$ cat config.mk
export PLATFORM = sky130hd
export DESIGN_NAME = hazard_ctrl
export DESIGN_NICKNAME = d
export VERILOG_FILES = /design/src/rtl/hazard_ctrl.sv
export SDC_FILE = /design/constraint.sdc
export NUM_CORES = 1
export LEC_CHECK = 0
export CAP_MARGIN = 20
export CORE_UTILIZATION = 45
export CTS_BUF_LIST = sky130_fd_sc_hd__clkbuf_16
export DETAILED_ROUTE_END_ITERATION = 8
export DONT_BUFFER_PORTS = 1
export GPL_TIMING_DRIVEN = 0
export MAX_ROUTING_LAYER = met4
export SYNTH_ARGS = -nofsm -noshare
export SYNTH_HDL_FRONTEND = slang
export SYNTH_SLANG_ARGS = --single-unit
$ cat constraint.sdc
create_clock -name clk -period 2.85 [get_ports clk]
set_input_delay 0.57 -clock clk [delete_from_list [all_inputs] [get_ports clk]]
set_output_delay 0.57 -clock clk [all_outputs]
set_load 0.05 [all_outputs]
$ cat src/rtl/hazard_ctrl.sv
// hazard_ctrl: pipeline interlock and forwarding control for a five-stage core.
// It detects data and mult/div stalls and drives the E-stage operand forward selects.
module hazard_ctrl (
  input  logic       clk,
  input  logic       reset_n,
  input  logic [4:0] D_rs,
  input  logic [4:0] D_rt,
  input  logic [1:0] D_rs_tuse,
  input  logic [1:0] D_rt_tuse,
  input  logic [4:0] D_dst,
  input  logic [1:0] D_tnew,
  input  logic       D_md_start,
  input  logic       D_md_div,
  input  logic       D_md_use,
  output logic       stall,
  output logic [1:0] selA,
  output logic [1:0] selB,
  output logic       md_busy
);
  logic [4:0] E_rs, E_rt, E_dst, M_dst, W_dst;
  logic [1:0] E_tnew, M_tnew;
  logic       E_md, E_div;
  logic [3:0] md_cnt;
  logic       rs_haz, rt_haz, md_haz;
  always_comb begin
    rs_haz = D_rs != 5'd0 && D_rs_tuse != 2'd3 &&
             ((E_dst == D_rs && E_tnew > D_rs_tuse) || (M_dst == D_rs && M_tnew > D_rs_tuse));
    rt_haz = D_rt != 5'd0 && D_rt_tuse != 2'd3 &&
             ((E_dst == D_rt && E_tnew > D_rt_tuse) || (M_dst == D_rt && M_tnew > D_rt_tuse));
    md_haz = D_md_use && (md_busy || E_md);
    stall  = rs_haz || rt_haz || md_haz;
    md_busy = md_cnt != 4'd0;
    selA = (E_rs != 5'd0 && E_rs == M_dst && M_tnew == 2'd0) ? 2'd1 :
           (E_rs != 5'd0 && E_rs == W_dst) ? 2'd2 : 2'd0;
    selB = (E_rt != 5'd0 && E_rt == M_dst && M_tnew == 2'd0) ? 2'd1 :
           (E_rt != 5'd0 && E_rt == W_dst) ? 2'd2 : 2'd0;
  end
  // A stall turns the E load into a bubble; the MD counter starts as the op leaves E.
  always_ff @(posedge clk or negedge reset_n) begin
    if (!reset_n) begin
      E_rs   <= '0;
      E_rt   <= '0;
      E_dst  <= '0;
      E_tnew <= '0;
      E_md   <= 1'b0;
      E_div  <= 1'b0;
      M_dst  <= '0;
      M_tnew <= '0;
      W_dst  <= '0;
      md_cnt <= '0;
    end else begin
      E_rs   <= stall ? 5'd0 : D_rs;
      E_rt   <= stall ? 5'd0 : D_rt;
      E_dst  <= stall ? 5'd0 : D_dst;
      E_tnew <= stall ? 2'd0 : D_tnew;
      E_md   <= stall ? 1'b0 : D_md_start;
      E_div  <= stall ? 1'b0 : D_md_div;
      M_dst  <= E_dst;
      M_tnew <= E_tnew == 2'd0 ? 2'd0 : E_tnew - 2'd1;
      W_dst  <= M_dst;
      md_cnt <= E_md ? (E_div ? 4'd10 : 4'd5) : md_busy ? md_cnt - 4'd1 : 4'd0;
    end
  end
endmodule
=== Word level (Yosys, flattened, before mapping) ===
Cells that the tools add are included.

* Shifts and indexed selects: 0
* Add/sub/neg operators: 2
* Multiplexer cells: 14
* Div/mod/pow operators: 0
* Order comparisons: 4
* Reduce and logical (&&, ||, !) cells: 27
* Equality and inequality tests: 10
* Multipliers: 0
* Bitwise logic cells: 0

{| class="wikitable"
|+ Operators with widths
! kind !! count
|-
| 5-bit equality test || 8
|-
| 5-bit nonzero test || 4
|-
| 1-bit logical AND || 15
|-
| 5-bit 2-to-1 mux || 3
|-
| 2-bit 2-to-1 mux || 6
|-
| 4-bit 2-to-1 mux || 3
|-
| 2-bit > comparator || 4
|-
| 1-bit logical OR || 5
|-
| 2-bit zero test || 2
|-
| 2-bit inequality test, second input constant || 2
|-
| 4-bit nonzero test || 1
|-
| 4-bit by 1-bit subtractor with 4-bit output, second input constant || 1
|-
| 1-bit 2-to-1 mux || 2
|-
| 2-bit by 1-bit subtractor with 2-bit output, second input constant || 1
|}

* Input bits: 26
* Memories kept: 0
* Word-level logic and storage cells: 67
* RAM bits: 0
* Flip-flop bits (word level): 35
* Output and inout bits: 6
* Bits in latches: 0
* Bits in read-only memories: 0

=== Depth between registers and ports, before layout ===
* Word-level depth: 7
* Depth in mapped cells: 9

=== Worst setup path before layout ===
Ideal clock, no wire load.

* Kind: input port to output port
* Start point: input D_rt_tuse[1]
* End point: output stall
* Path buffers: 1
* Path slack: -0.138 ns
* Required time: 2.280 ns
* Arrival time: 2.418 ns
* Cell stages on the path: 8
* Cells stage by stage: inv_1 -> ha_1 -> nand2_1 -> nand4_1 -> or4_1 -> a221oi_2 -> buf_4 -> or3b_1

* Word-level cells in the longest chain between the ends: 6

{| class="wikitable"
|+ Ends and longest elaborated chain
! what !! RTL line !! text
|-
| start, declared || 9 || <nowiki>input logic [1:0] D_rt_tuse,</nowiki>
|-
| 2-bit > comparator || 29 || <nowiki>((E_dst == D_rt && E_tnew > D_rt_tuse) || (M_dst == D_rt && M_tnew > D_rt_tuse));</nowiki>
|-
| 1-bit logical AND || 29 ||
|-
| 1-bit logical OR || 29 ||
|-
| 1-bit logical AND (*) || 28 || <nowiki>rt_haz = D_rt != 5'd0 && D_rt_tuse != 2'd3 &&</nowiki>
|-
| 1-bit logical OR (*) (2 in a row) || 31 || <nowiki>stall = rs_haz || rt_haz || md_haz;</nowiki>
|-
| end, declared || 15 || <nowiki>output logic stall,</nowiki>
|}

Every way passes the cells marked *; elsewhere a longest branch is shown, timed or not.

=== Final worst setup path ===
* Start point: register M_tnew[1]
* End point: output stall

* Word-level cells in the longest chain between the ends: 6

{| class="wikitable"
|+ Ends and longest elaborated chain
! what !! RTL line !! text
|-
| start, declared || 21 || <nowiki>logic [1:0] E_tnew, M_tnew;</nowiki>
|-
| start signal, assigned || 59 || <nowiki>M_tnew <= E_tnew == 2'd0 ? 2'd0 : E_tnew - 2'd1;</nowiki>
|-
| 2-bit > comparator, on equally long branches || 27, 29 ||
|-
| 1-bit logical AND, on equally long branches || 27, 29 ||
|-
| 1-bit logical OR, on equally long branches || 27, 29 ||
|-
| 1-bit logical AND, on equally long branches || 26, 28 ||
|-
| 1-bit logical OR (*) (2 in a row) || 31 ||
|}

Marks and branches as above.

==> impl_metrics.ini <==
[worst_setup_path]
crit_path_max_incr_delay_ns = 0.53
rrSetupSlack_ns = 0.20
crit_fanout = 2
r2r_cells = 7
crit_type = flop to primary output
cp-start-kind = flop
cp_slowest_cell = or4_4
r2r-start = md_cnt[0]$_DFF_PN0_
crit_top_cell = buf_6
r2r-end = E_rs[3]$_DFF_PN0_
critPathLaunch = M_tnew[1]$_DFF_PN0_
endpoint_kind = primary output
path_cells = buf_6 -> ha_4 -> nand2_2 -> nand4_1 -> or4_4 -> a221oi_4 -> buf_6 -> or3b_4
critPathArrivalTime_ns = 2.36
crit_end = stall
required_ns = 2.28

[power_and_ir_drop]
pwr-share-comb_pct = 26.9
internal_power_mw = 1.31
p_seq_share_pct = 36.3
p_per_area_nw_per_um2 = 784
p_switching_mw = 0.601
power_mw = 1.91
swShare_pct = 31.5
max-vdd-ir-drop_v = 0.000546
p_leak_nw = 1.07
clockPowerShare_pct = 36.8

[detailed_routing]
first_iter_violations = 31
dr.pass1.iters = 4
post_drt_wl_per_cell_um = 18.3
avgViaCountPerCell = 5.70
drc = 0
num_vias = 1504
drt_wl_total_um = 4830
ant_nets = 0

[clock_network]
clockBufferDepth = 2
tritoncts = done
insertion_delay_ns = 0.28
htreeDepth = 2
cts_root_buf = clkbuf_16
clk_pin_slew_worst_paths_ns = 0.05
cts_buffers = 5
cts.sinks = 35

[finish]
area_growth_pct = 22.3
antenna_cells = 0
finalCoreUtilization_pct = 59.2
fin_nets = 247
drive_gt1_share_pct = 23.8
design_area_um2 = 2440

[placed_design]
portBuffers = 0
hpwl_um = 3300
place_congestion = 0.948
dpl_cell_area_um2 = 2070

[synthesis]
syn_inst = 199
yosysSeqAreaShare_pct = 43.9
synth_compound_area_share_pct = 6.03
ys_async_sr_fraction_pct = 100
synth.most_common_cell = dfrtp_1
synth_nets = 233
synth_adder_area_share_pct = 5.02
synth_common_cells = dfrtp_1 (35), xnor2_1 (26), nand2_1 (24)
yosysTopAreaCell = dfrtp_1
synthXorXnorAreaFrac_pct = 15.8
netlist-cell-type-count = 28
yosysWarnings = 0
synthDominantCellAreaShare_pct = 43.9
syn_area_um2 = 1990
synth_top_family_by_area = simple AND/OR/NAND/NOR gates
synthFlopType = dfrtp_1
synth_edf_count = 0
syn_avg_cell_area_um2 = 10.0
yosys-top-cells-area = dfrtp_1 (44%), xnor2_1 (11%), ha_1 (5.0%)
synth_seq_cells = 35
synthMuxAreaShare_pct = 0
synthSimpleGateAreaFrac_pct = 23.8

[run_status]
violations = negative setup slack
run_status = finished, violations left

[timing]
period_needed_ns = 2.93
fin_crit_sh_pct = 103
fmax_mhz = 342
hold_viol_final = 0
rsz0062_at_grt = true
fin_hold_ws_ns = 0.112
setup_viol = 1
tns_ns = -0.0751
setup_ws_ns = -0.0751
drv_slew = 0
fin_skew_ns = 0.00362
worst_slew_pin_slew_ns = 0.641
max_slew_margin_pct = 57.2

[global_routing]
grt_pass1_vias = 1594
overflow = 0
antenna_found_initial = 0
grt_pass1_wl_um = 7430
grt_max_degree = 36
grt_util_all_layers_pct = 23.4

[floorplanning]
num_rows = 23
dieHeight_um = 68.6
start_util_pct = 48.4
io_pins = 32
core_area_um2 = 4120
die_area_um2 = 4700
die_w_um = 68.6

[worst_hold_path]
hp-class = primary input to async pin

[flow_run]
maxCapViolCount = 0
[how the worst min path moves through the flow]
stage / startpoint / endpoint / slack, ns / cells past startpoint
2_1_floorplan: reset_n / E_div$_DFF_PN0_ / 0.27 / 0
3_3_place_gp: reset_n / md_cnt[0]$_DFF_PN0_ / 0.28 / 0
3_5_place_dp: reset_n / E_div$_DFF_PN0_ / 0.28 / 0
4_1_cts: reset_n / md_cnt[3]$_DFF_PN0_ / 0.12 / 1
5_1_grt: reset_n / md_cnt[3]$_DFF_PN0_ / 0.13 / 1
6_report: reset_n / md_cnt[3]$_DFF_PN0_ / 0.11 / 1
[metal layers]
metal / global-route usage (%) / part of all wire (%) / vias up
met5: - / 0 / -
met4: 11.7 / 3.2 / 0
met3: 4.77 / 5.7 / 15
met2: 40.9 / 52 / 38
met1: 25.0 / 39 / 744
li1: - / - / 707
[power by group through the flow]
stage          Clock [mW]  Sequential, mW  Combinational, mW
6_report            0.703           0.695              0.514
2_1_floorplan           0           0.670              0.380
3_5_place_dp            0           0.702              0.447
5_1_grt             0.728           0.708              0.563
3_3_place_gp            0           0.695              0.421
4_1_cts             0.705           0.693              0.481
[per-stage QoR]
| step | setup WS [ns] | instances |
|---|---|---|
| after detailed placement | -0.168 | 250 |
| after global placement | -0.113 | 249 |
| final | -0.0751 | 264 |
| after floorplan | 0.0333 | 199 |
| after CTS | -0.0711 | 262 |
| after global routing | -0.142 | 264 |
[worst max-delay path, delay by kind of cell, from the launching register on]
family,cells,cell delay [ns]
AOI/OAI and AO/OA,1,0.29
DFF,1,0.41
adders and majority gates,1,0.21
buffers and inverters,2,0.27
and+or+nand+nor,4,0.90
[area by class of cell]
| class | count | area (um^2) |
|---|---|---|
| Multi-Input combinational cell | 146 | 1120 |
| Clock inverter | 3 | 67.6 |
| Sequential cell | 35 | 878 |
| Fill cell | 336 | 1680 |
| Buffer | 10 | 81.3 |
| Clock buffer | 5 | 125 |
| Inverter | 8 | 30.0 |
| Timing Repair Buffer | 7 | 68.8 |
| Tap cell | 50 | 62.6 |
[sequential cells by signal, summed over array words and instances, names as in the netlist]
register / cells
E_rs: 5
E_md: 1
M_tnew: 2
E_div: 1
E_tnew: 2
W_dst: 5
M_dst: 5
E_dst: 5
md_cnt: 4
E_rt: 5
[kinds of logic (layout without fill, tap and decap cells)]
group / count (synthesis) / count (layout)
AO/OA/AOI/OAI: 18 / 18
XOR/XNOR: 36 / 36
adder cells (fa/ha/maj): 8 / 8
buffers and inverters: 18 / 33
flip-flops: 35 / 35
AND/OR/NAND/NOR: 84 / 84
[cells in the final DEF, fill, tap and decap left out, types with 4 or more instances in the layout]
cell type and count:
xor2_1 10, nor3_1 18, nor3_2 10, nand2_1 23, ha_1 4, or4_4 4
xnor2_1 26, buf_4 8, dfrtp_1 33, inv_1 6, nand4_1 7, nor2_1 4
ha_4 4, clkbuf_16 5, a21oi_1 10
[repair_timing]
item | in CTS | in global routing
pin swaps | 4 | 6
buffers inserted | 3 | 2
hold buffers | 1 | 0
resized for setup | 10 | 11
endpoints found under the setup margin | 3 | 3
hold endpoints to repair | 35 | 0
No activity file was read; power rests on OpenSTA's default activity.
